File: src/rtl/sid_spi_writer.sv
// rtl/sid_spi_writer.sv - SPI mode-0 writer for 24-bit SID register frames
// Frame = {1, 4'b0, addr[2:0], data[15:0]}, MSB first; all SPI pins come straight from flops.
module sid_spi_writer #(
  parameter int HALF_PERIOD = 4,
  parameter int CS_GAP      = 4
) (
  input  logic        clk,
  input  logic        rst_n,
  input  logic        req_valid,
  output logic        req_ready,
  input  logic [2:0]  req_addr,
  input  logic [15:0] req_data,
  output logic        busy,
  output logic        done,
  output logic        spi_clk,
  output logic        spi_cs_n,
  output logic        spi_mosi
);

  typedef enum logic [2:0] {IDLE, SETUP, SHIFT_LO, SHIFT_HI, HOLD, GAP} state_t;

  localparam logic [7:0] HP_LAST  = 8'(HALF_PERIOD - 1);
  localparam logic [7:0] GAP_LAST = 8'(CS_GAP - 1);

  state_t      state_q, state_d;
  logic [7:0]  phase_q, phase_d;
  logic [4:0]  bit_q, bit_d;
  logic [23:0] frame_q, frame_d;
  logic        sclk_q, sclk_d;
  logic        cs_n_q, cs_n_d;
  logic        done_q, done_d;
  logic        phase_end;

  always_ff @(posedge clk or negedge rst_n) begin
    if (!rst_n) begin
      state_q <= IDLE;
      phase_q <= 8'd0;
      bit_q   <= 5'd0;
      frame_q <= 24'd0;
      sclk_q  <= 1'b0;
      cs_n_q  <= 1'b1;
      done_q  <= 1'b0;
    end else begin
      state_q <= state_d;
      phase_q <= phase_d;
      bit_q   <= bit_d;
      frame_q <= frame_d;
      sclk_q  <= sclk_d;
      cs_n_q  <= cs_n_d;
      done_q  <= done_d;
    end
  end

  // The GAP state reuses the phase counter with its own terminal count.
  assign phase_end = (phase_q == ((state_q == GAP) ? GAP_LAST : HP_LAST));

  always_comb begin
    state_d = state_q;
    phase_d = phase_q + 8'd1;
    bit_d   = bit_q;
    frame_d = frame_q;
    sclk_d  = sclk_q;
    cs_n_d  = cs_n_q;
    done_d  = 1'b0;
    case (state_q)
      IDLE: begin
        phase_d = 8'd0;
        if (req_valid) begin
          state_d = SETUP;
          frame_d = {1'b1, 4'b0000, req_addr, req_data};
          bit_d   = 5'd0;
          cs_n_d  = 1'b0;
          sclk_d  = 1'b0;
        end
      end
      SETUP, SHIFT_LO: begin
        if (phase_end) begin
          phase_d = 8'd0;
          sclk_d  = 1'b1;
          state_d = SHIFT_HI;
        end
      end
      SHIFT_HI: begin
        // Shifting on the falling edge keeps mosi stable across the next full high phase;
        // after 24 shifts the register is empty, so mosi is 0 through HOLD and GAP.
        if (phase_end) begin
          phase_d = 8'd0;
          sclk_d  = 1'b0;
          frame_d = {frame_q[22:0], 1'b0};
          bit_d   = bit_q + 5'd1;
          state_d = (bit_q == 5'd23) ? HOLD : SHIFT_LO;
        end
      end
      HOLD: begin
        if (phase_end) begin
          phase_d = 8'd0;
          cs_n_d  = 1'b1;
          done_d  = 1'b1;
          state_d = GAP;
        end
      end
      GAP: begin
        if (phase_end) begin
          phase_d = 8'd0;
          state_d = IDLE;
        end
      end
      default: begin
        phase_d = 8'd0;
        state_d = IDLE;
      end
    endcase
  end

  assign req_ready = (state_q == IDLE);
  assign busy      = (state_q != IDLE);
  assign done      = done_q;
  assign spi_clk   = sclk_q;
  assign spi_cs_n  = cs_n_q;
  assign spi_mosi  = frame_q[23];

endmodule

File: config.mk
export PLATFORM = sky130hd
export DESIGN_NAME = sid_spi_writer
export DESIGN_NICKNAME = d
export VERILOG_FILES = /design/src/rtl/sid_spi_writer.sv
export SDC_FILE = /design/constraint.sdc
export NUM_CORES = 1
export LEC_CHECK = 0
export ABC_AREA = 1
export CAP_MARGIN = 20
export CORE_MARGIN = 5
export CORE_UTILIZATION = 50
export DETAILED_ROUTE_END_ITERATION = 10
export PLACE_DENSITY = 0.79
export SLEW_MARGIN = 25
export SYNTH_ARGS = -nofsm -noshare
export SYNTH_HDL_FRONTEND = slang
export SYNTH_SLANG_ARGS = --single-unit
File: constraint.sdc
create_clock -name clk -period 3 [get_ports clk]
set_input_delay 0.6 -clock clk [delete_from_list [all_inputs] [get_ports clk]]
set_output_delay 0.6 -clock clk [all_outputs]
set_load 0.03 [all_outputs]
==> results.cfg, run 1 <==
[setup_path]
critPathMaxStageDelay_ns = 0.67
arrival_ns = 1.83
cp.required_ns = 2.40
slowest_stage = clkdlybuf4s50_1
cp-start-kind = flop
crit_chain = nor2_4 > nand2_1 > inv_1 > clkdlybuf4s50_1
cp-end-kind = output port
rrSetupSlack_ns = 1.05
cp_max_fo = 8
crit_type = flop to output port

[routing]
wl_um = 4750
antenna_left = 0
drc = 0
drtPass1Iterations = 4
vias_per_cell = 5.11
wire_per_inst_um = 12.1
vias = 1998
drt_iter0_drc = 154

[pwr]
leakagePower_nw = 1.40
peakVddDrop_mv = 0.498
power_density_nw_per_um2 = 973

[timing]
max_clock_freq_ghz = 0.411
finalHoldViolations = 0
grt_setup_unrepaired = false
slew_headroom = 0.638
worst_clock_skew_ns = 0.00659
worstMarginPinSlew_ns = 0.543
tns_ns = 0
period_minus_slack_ns = 2.43
fin_crit_sh = 0.811
setup_ws_ns = 0.566
report.final.slew_viol_count = 0
finalSetupViolations = 0

[placed_design]
placedInstanceArea_um2 = 2520
dp.cells = 383
place_congestion = 0.880
place_hpwl_um = 3120
port_buffers = 27
place_worst_setup_slack_ns = 0.748

[synth]
synth_top_area_frac = 0.465
ys_warn_count = 0
synth_area_leaders = dfrtp_1 (46%), nand2_1 (25%), nand3_1 (8.2%), nor2_1 (3.8%), inv_1 (3.2%)
synth_cell_types = 23
synth_largest_area_cell = dfrtp_1
seq_area_frac_synth = 0.476
syn_inst = 315
synth.cell_area_um2 = 2260
synth_seq_cells = 43
avgSynthCellArea_um2 = 7.18
syn_nets = 339

[die]
die_x_um = 77.2
pin_count = 28
initial_utilization = 0.516
dieArea_um2 = 5970
core_region_area_um2 = 4380
chipHeight_um = 77.2
rows = 24

[global_route]
gr-total-overflow = 0
track_usage = 0.171
grt_max_degree = 44
grt_pass1_vias = 1902
antenna_found_initial = 0
grt_pass1_wl_um = 8540

[clock_tree]
path_clk_slew_ns = 0.07
clockBufferDepth = 2
clk_latency_ns = 0.30
cts.hold.buffers_added = 0
post_cts_resize_count = 0
cts_sinks = 43
cts-root-buf = clkbuf_8
h-tree-depth = 2
post_cts_buffers = 0
cts_made_buffers = 5
tritoncts = yes

[finish]
insertedDiodeCount = 0
drive_gt1_frac = 0.0531
area_growth_syn_to_layout_pct = 16.4
final_area_um2 = 2630
finalNonFillerCells = 391
regArea_um2 = 1080
nNetsFinal = 362
fill_cells = 421
multi_input_area_um2 = 1010

[worst_hold_path]
hold_path_class = input port to async pin

[status]
status = completed

[run]
maxCapViolations = 0
-- worst max-delay path: cells and delay by family (launching register included) --
family / cells / cell delay, ns
buffers and inverters: 2 / 0.76
DFF: 1 / 0.45
and+or+nand+nor: 2 / 0.32
-- registers in the layout, indices dropped and copies added (netlist names) --
| register | count |
|---|---|
| bit_q | 5 |
| state_q | 3 |
| spi_clk | 1 |
| frame_q | 24 |
| spi_cs_n | 1 |
| done | 1 |
| phase_q | 8 |
-- synth_stat cells --
cell      number
nand2_2        1
ha_1           2
dfstp_2        1
dfrtp_1       42
nand3b_1       1
nor3_1         5
clkbuf_2       1
nand3_1       37
buf_6          3
buf_2          8
clkbuf_1       1
buf_4          2
nor2_1        23
or2_2          2
a21boi_0       1
nand4_1        4
nand2_1      150
inv_2          2
nor2_4         1
a21oi_1        2
xor2_1         2
inv_1         19
o21ai_0        5
-- logic make-up (layout without fill, tap and decap cells) --
family | Yosys count | in the layout | synth area share
flops | 43 | 43 | 0.476
simple gates | 224 | 224 | 0.408
buf+inv | 36 | 60 | 0.0780
compound gates | 8 | 8 | 0.0188
fa+ha+maj | 2 | 2 | 0.0111
xor+xnor | 2 | 2 | 0.00775
-- per-layer routing --
layer	wire [um]	GRT usage
met3	284	0.0468
met4	46	0.0550
met5	0	0
met1	2310	0.231
met2	2110	0.264
-- where the power goes --
part | leakage, nW | switching, mW | internal [mW]
registers | 0.556 | 0.135 | 0.780
clock network | 0.0524 | 0.188 | 0.249
logic | 0.794 | 0.807 | 0.402
total | 1.40 | 1.13 | 1.43
-- metrics by stage --
stage	power, mW	util	hold slack (ns)
2_1_floorplan	1.89	-	0.304
3_3_place_gp	2.10	0.576	0.449
3_5_place_dp	2.14	0.576	0.459
4_1_cts	2.58	0.600	0.473
5_1_grt	2.81	0.600	0.326
6_report	2.56	0.600	0.284
-- final cells by class --
class	count	share of cell area
Clock inverter	1	0.0114
Inverter	21	0.0299
Tap cell	52	0.0247
Sequential cell	43	0.409
Timing Repair Buffer	31	0.113
Clock buffer	7	0.0290
Multi-Input combinational cell	236	0.383
-- cell usage in the layout (no fill, tap or decap), drive strengths merged, types with 2 or more instances in the layout --
master,count
o21ai,5
buf,5
clkbuf,7
or2,2
nand2,151
inv,21
xor2,2
nor2,24
dfrtp,42
clkdlybuf4s50,26
nand3,37
ha,2
nor3,5
a21oi,2
nand4,4
-- path summary, 6_finish.rpt --
kind                                        start                      to  cells after the start
hold reg to reg            frame_q[6]$_DFFE_PN0P_  frame_q[6]$_DFFE_PN0P_                      2
hold / removal                              rst_n    phase_q[5]$_DFF_PN0_                      1
max in group asynchronous                   rst_n    spi_cs_n$_DFFE_PN1P_                      1
setup reg to reg             phase_q[0]$_DFF_PN0_    bit_q[1]$_DFFE_PN0P_                      9
setup / recovery           state_q[0]$_DFFE_PN0P_               req_ready                      4
min in group clk           frame_q[6]$_DFFE_PN0P_  frame_q[6]$_DFFE_PN0P_                      2
Note: power is estimated with default switching activity, not from simulation.
==> run 2: changes to the inputs <==
clock period = 2.5 ns   (was 3 ns; I/O delays follow)
==> results.cfg, run 2 (same netlist as run 1, synthesis figures left out) <==
[pwr]
power_density_nw_per_um2 = 1200
p_total_mw = 3.21
leakagePower_nw = 1.42
peakVddDrop_mv = 0.607

[timing]
tns_ns = 0
report.final.slew_viol_count = 0
period_minus_slack_ns = 2.36
max_clock_freq_ghz = 0.423
worstMarginPinSlew_ns = 0.538
setup_ws_ns = 0.138
finalSetupViolations = 0
finalHoldViolations = 0
grt_setup_unrepaired = false
slew_headroom = 0.640
worst_clock_skew_ns = 0.00988
fin_crit_sh = 0.945

[clock_tree]
cts-root-buf = clkbuf_8
h-tree-depth = 2
clk_latency_ns = 0.30
cts.hold.buffers_added = 0
post_cts_resize_count = 0
clockBufferDepth = 2
path_clk_slew_ns = 0.09
cts_made_buffers = 5
tritoncts = yes
post_cts_buffers = 0
cts_sinks = 43

[finish]
finalNonFillerCells = 393
largest_reg_flops = 24
drive_gt1_frac = 0.0616
regMostFlops = frame_q
layout_common_cells = nand2_1 (150), dfrtp_1 (42), nand3_1 (37)
area_growth_syn_to_layout_pct = 18.2
largestRegisters = frame_q (24), phase_q (8), bit_q (5)
final_common_cell = nand2_1
insertedDiodeCount = 0
nNetsFinal = 364

[die]
dieArea_um2 = 5970
die_x_um = 77.2
initial_utilization = 0.516
pin_count = 28
chipHeight_um = 77.2
rows = 24
core_region_area_um2 = 4380

[placed_design]
port_buffers = 27
place_hpwl_um = 3270
place_worst_setup_slack_ns = 0.346
dp.cells = 385
place_congestion = 0.888

[setup_path]
cp-start-kind = flop
cp_max_fo = 8
cp-end-kind = output port
cp.required_ns = 2.00
crit_type = flop to output port
arrival_ns = 1.86

[run]
maxCapViolations = 0

[global_route]
gr-total-overflow = 0
track_usage = 0.173
grt_pass1_wl_um = 8660
grt_pass1_vias = 1894
antenna_found_initial = 0
grt_max_degree = 30

[routing]
drtPass1Iterations = 4
drt_iter0_drc = 115
drc = 0
wl_um = 4820
vias = 2043
antenna_left = 0
vias_per_cell = 5.20
wire_per_inst_um = 12.3

[worst_hold_path]
hold_path_class = input port to async pin

[status]
status = completed
run 2: cell count changes in the layout (fill, tap and decap cells not counted), sizes merged:
cell / before / now
clkbuf: 7 / 6
buf: 5 / 7
bufinv: 1 / 2
run 2: critical path: stages (launching register included):
cell             delay, ns
dfrtp_1               0.46
nor2_4                0.22
nand2_1               0.13
inv_1                 0.09
clkdlybuf4s50_1       0.67
run 2: where the power goes:
group / internal, mW / total (mW) / switching [mW] / leakage [nW]
Sequential: 0.936 / 1.10 / 0.160 / 0.556
Clock: 0.399 / 0.639 / 0.239 / 0.0654
Combinational: 0.483 / 1.47 / 0.989 / 0.803
run 2: final cells by class:
| type | instances | area (um2) |
|---|---|---|
| well taps | 52 | 65.1 |
| clock buffers | 6 | 72.6 |
| flip-flops and latches | 43 | 1080 |
| inverters | 21 | 78.8 |
| multi-input cells | 236 | 1010 |
| clock inverters | 2 | 60.1 |
| fillers | 406 | 1710 |
| repair buffers | 33 | 310 |
run 2: stage by stage:
| stage | area, um2 | hold WS [ns] | utilization |
|---|---|---|---|
| finish | 2670 | 0.145 | 0.609 |
| floorplan | 2260 | 0.204 | - |
| global placement | 2540 | 0.448 | 0.579 |
| global route | 2670 | 0.176 | 0.609 |
| detailed placement | 2540 | 0.456 | 0.579 |
| CTS | 2670 | 0.165 | 0.609 |
run 2: worst paths after layout:
| path | end | depth (start not counted) | slack [ns] | from |
|---|---|---|---|---|
| max in group asynchronous | frame_q[6]$_DFFE_PN0P_ | 2 | 1.78 | rst_n |
| min in group clk | phase_q[0]$_DFF_PN0_ | 1 | 0.47 | phase_q[0]$_DFF_PN0_ |
| worst min register to register | phase_q[0]$_DFF_PN0_ | 1 | 0.47 | phase_q[0]$_DFF_PN0_ |
| worst max-delay path | req_ready | 4 | 0.14 | state_q[0]$_DFFE_PN0P_ |
| worst min-delay path | frame_q[4]$_DFFE_PN0P_ | 1 | 0.14 | rst_n |
| worst max register to register | frame_q[6]$_DFFE_PN0P_ | 8 | 0.67 | state_q[0]$_DFFE_PN0P_ |
run 2: layer usage:
| metal | vias up | routed length, um | track usage |
|---|---|---|---|
| met5 | - | 0 | 0 |
| li1 | 1023 | - | - |
| met2 | 69 | 2150 | 0.262 |
| met4 | 0 | 35 | 0.0430 |
| met3 | 6 | 357 | 0.0433 |
| met1 | 945 | 2280 | 0.249 |
==> run 3: changes to the inputs <==
REMOVE_ABC_BUFFERS = 1   (was unset)
==> results.cfg, run 3 (same netlist as run 1, synthesis figures left out) <==
[routing]
drtPass1Iterations = 4
antenna_left = 0
wire_per_inst_um = 11.2
drt_iter0_drc = 116
wl_um = 4380
vias = 1938
vias_per_cell = 4.96
drc = 0

[finish]
insertedDiodeCount = 0
largestRegisters = frame_q (24), phase_q (8), bit_q (5)
final_common_cell = nand2_1
nNetsFinal = 364
layout_common_cells = nand2_1 (150), dfrtp_1 (42), nand3_1 (37)
area_growth_syn_to_layout_pct = 15.7
multi_input_area_um2 = 1010
finalNonFillerCells = 391
regMostFlops = frame_q
largest_reg_flops = 24
regArea_um2 = 1080
drive_gt1_frac = 0.0590
fill_cells = 420

[global_route]
antenna_found_initial = 0
grt_max_degree = 30
grt_pass1_vias = 1775
grt_pass1_wl_um = 7750
gr-total-overflow = 0
track_usage = 0.156

[clock_tree]
post_cts_buffers = 0
cts_sinks = 43
h-tree-depth = 2
clk_latency_ns = 0.30
cts_made_buffers = 5
tritoncts = yes
post_cts_resize_count = 0
cts.hold.buffers_added = 0
clockBufferDepth = 2
cts-root-buf = clkbuf_8
path_clk_slew_ns = 0.08

[timing]
fin_crit_sh = 0.950
tns_ns = 0
max_clock_freq_ghz = 0.421
setup_ws_ns = 0.124
worst_clock_skew_ns = 0.00590
finalHoldViolations = 0
period_minus_slack_ns = 2.38
slew_headroom = 0.652
worstMarginPinSlew_ns = 0.520
finalSetupViolations = 0
grt_setup_unrepaired = false
holdWs_ns = 0.0928
report.final.slew_viol_count = 0

[status]
status = completed

[pwr]
peakVddDrop_mv = 0.589
power_density_nw_per_um2 = 1120
leakagePower_nw = 1.39

[worst_hold_path]
hold_path_class = input port to async pin

[setup_path]
crit_chain = nor2_4 > nand2_1 > inv_1 > clkdlybuf4s50_1
cp-end-kind = output port
critPathMaxStageDelay_ns = 0.67
cp.required_ns = 2.00
slowest_stage = clkdlybuf4s50_1
arrival_ns = 1.88
cp_max_fo = 8
crit_type = flop to output port
cp-start-kind = flop

[die]
pin_count = 28
dieArea_um2 = 5970
initial_utilization = 0.516
core_region_area_um2 = 4380
rows = 24
die_x_um = 77.2
chipHeight_um = 77.2

[run]
maxCapViolations = 0

[placed_design]
place_worst_setup_slack_ns = 0.266
port_buffers = 27
place_congestion = 0.785
place_hpwl_um = 3050
dp.cells = 385
==> run 3: worst paths after layout <==
kind                                         from                endpoint  slack [ns]  cells past startpoint
max                        state_q[0]$_DFFE_PN0P_               req_ready        0.12                      4
min in group clk             phase_q[0]$_DFF_PN0_    phase_q[0]$_DFF_PN0_        0.47                      1
min                                         rst_n  frame_q[8]$_DFFE_PN0P_        0.09                      1
max in group asynchronous                   rst_n    spi_cs_n$_DFFE_PN1P_        1.83                      2
min reg2reg                  phase_q[0]$_DFF_PN0_    phase_q[0]$_DFF_PN0_        0.47                      1
max reg2reg                state_q[0]$_DFFE_PN0P_    bit_q[4]$_DFFE_PN0P_        0.65                      8
==> run 3: worst max-delay path: cells and delay by family, from the launching register on <==
family                 cells  cell delay, ns
buffers and inverters      2            0.78
flip-flops                 1            0.45
AND/OR/NAND/NOR            2            0.36
==> run 3: stage by stage <==
step,util,instance area [um2],power (mW)
2_1_floorplan,-,2160,2.09
3_3_place_gp,0.579,2540,2.51
3_5_place_dp,0.579,2540,2.55
4_1_cts,0.596,2620,2.96
5_1_grt,0.596,2620,3.22
6_report,0.596,2620,2.93
==> run 3: area by class of cell <==
| type | count | share of cell area |
|---|---|---|
| sequential | 43 | 0.412 |
| multi-input combinational | 236 | 0.385 |
| timing repair buffer | 33 | 0.119 |
| inverter | 21 | 0.0301 |
| clock buffer | 5 | 0.0263 |
| tap | 52 | 0.0249 |
| clock inverter | 1 | 0.00287 |
==> run 3: where the power goes <==
part	switching, mW	leakage, nW	total, mW	internal [mW]
sequential	0.156	0.556	1.09	0.936
combinational	0.945	0.803	1.43	0.481
clock	0.229	0.0361	0.415	0.186
total	1.33	1.39	2.93	1.60
==> run 3: metal layers <==
| layer | GRT usage | vias to the layer above | part of all wire |
|---|---|---|---|
| met5 | 0 | - | 0 |
| met1 | 0.206 | 866 | 0.46 |
| met4 | 0.0481 | 0 | 0.014 |
| met2 | 0.249 | 42 | 0.48 |
| li1 | - | 1023 | - |
| met3 | 0.0398 | 7 | 0.052 |
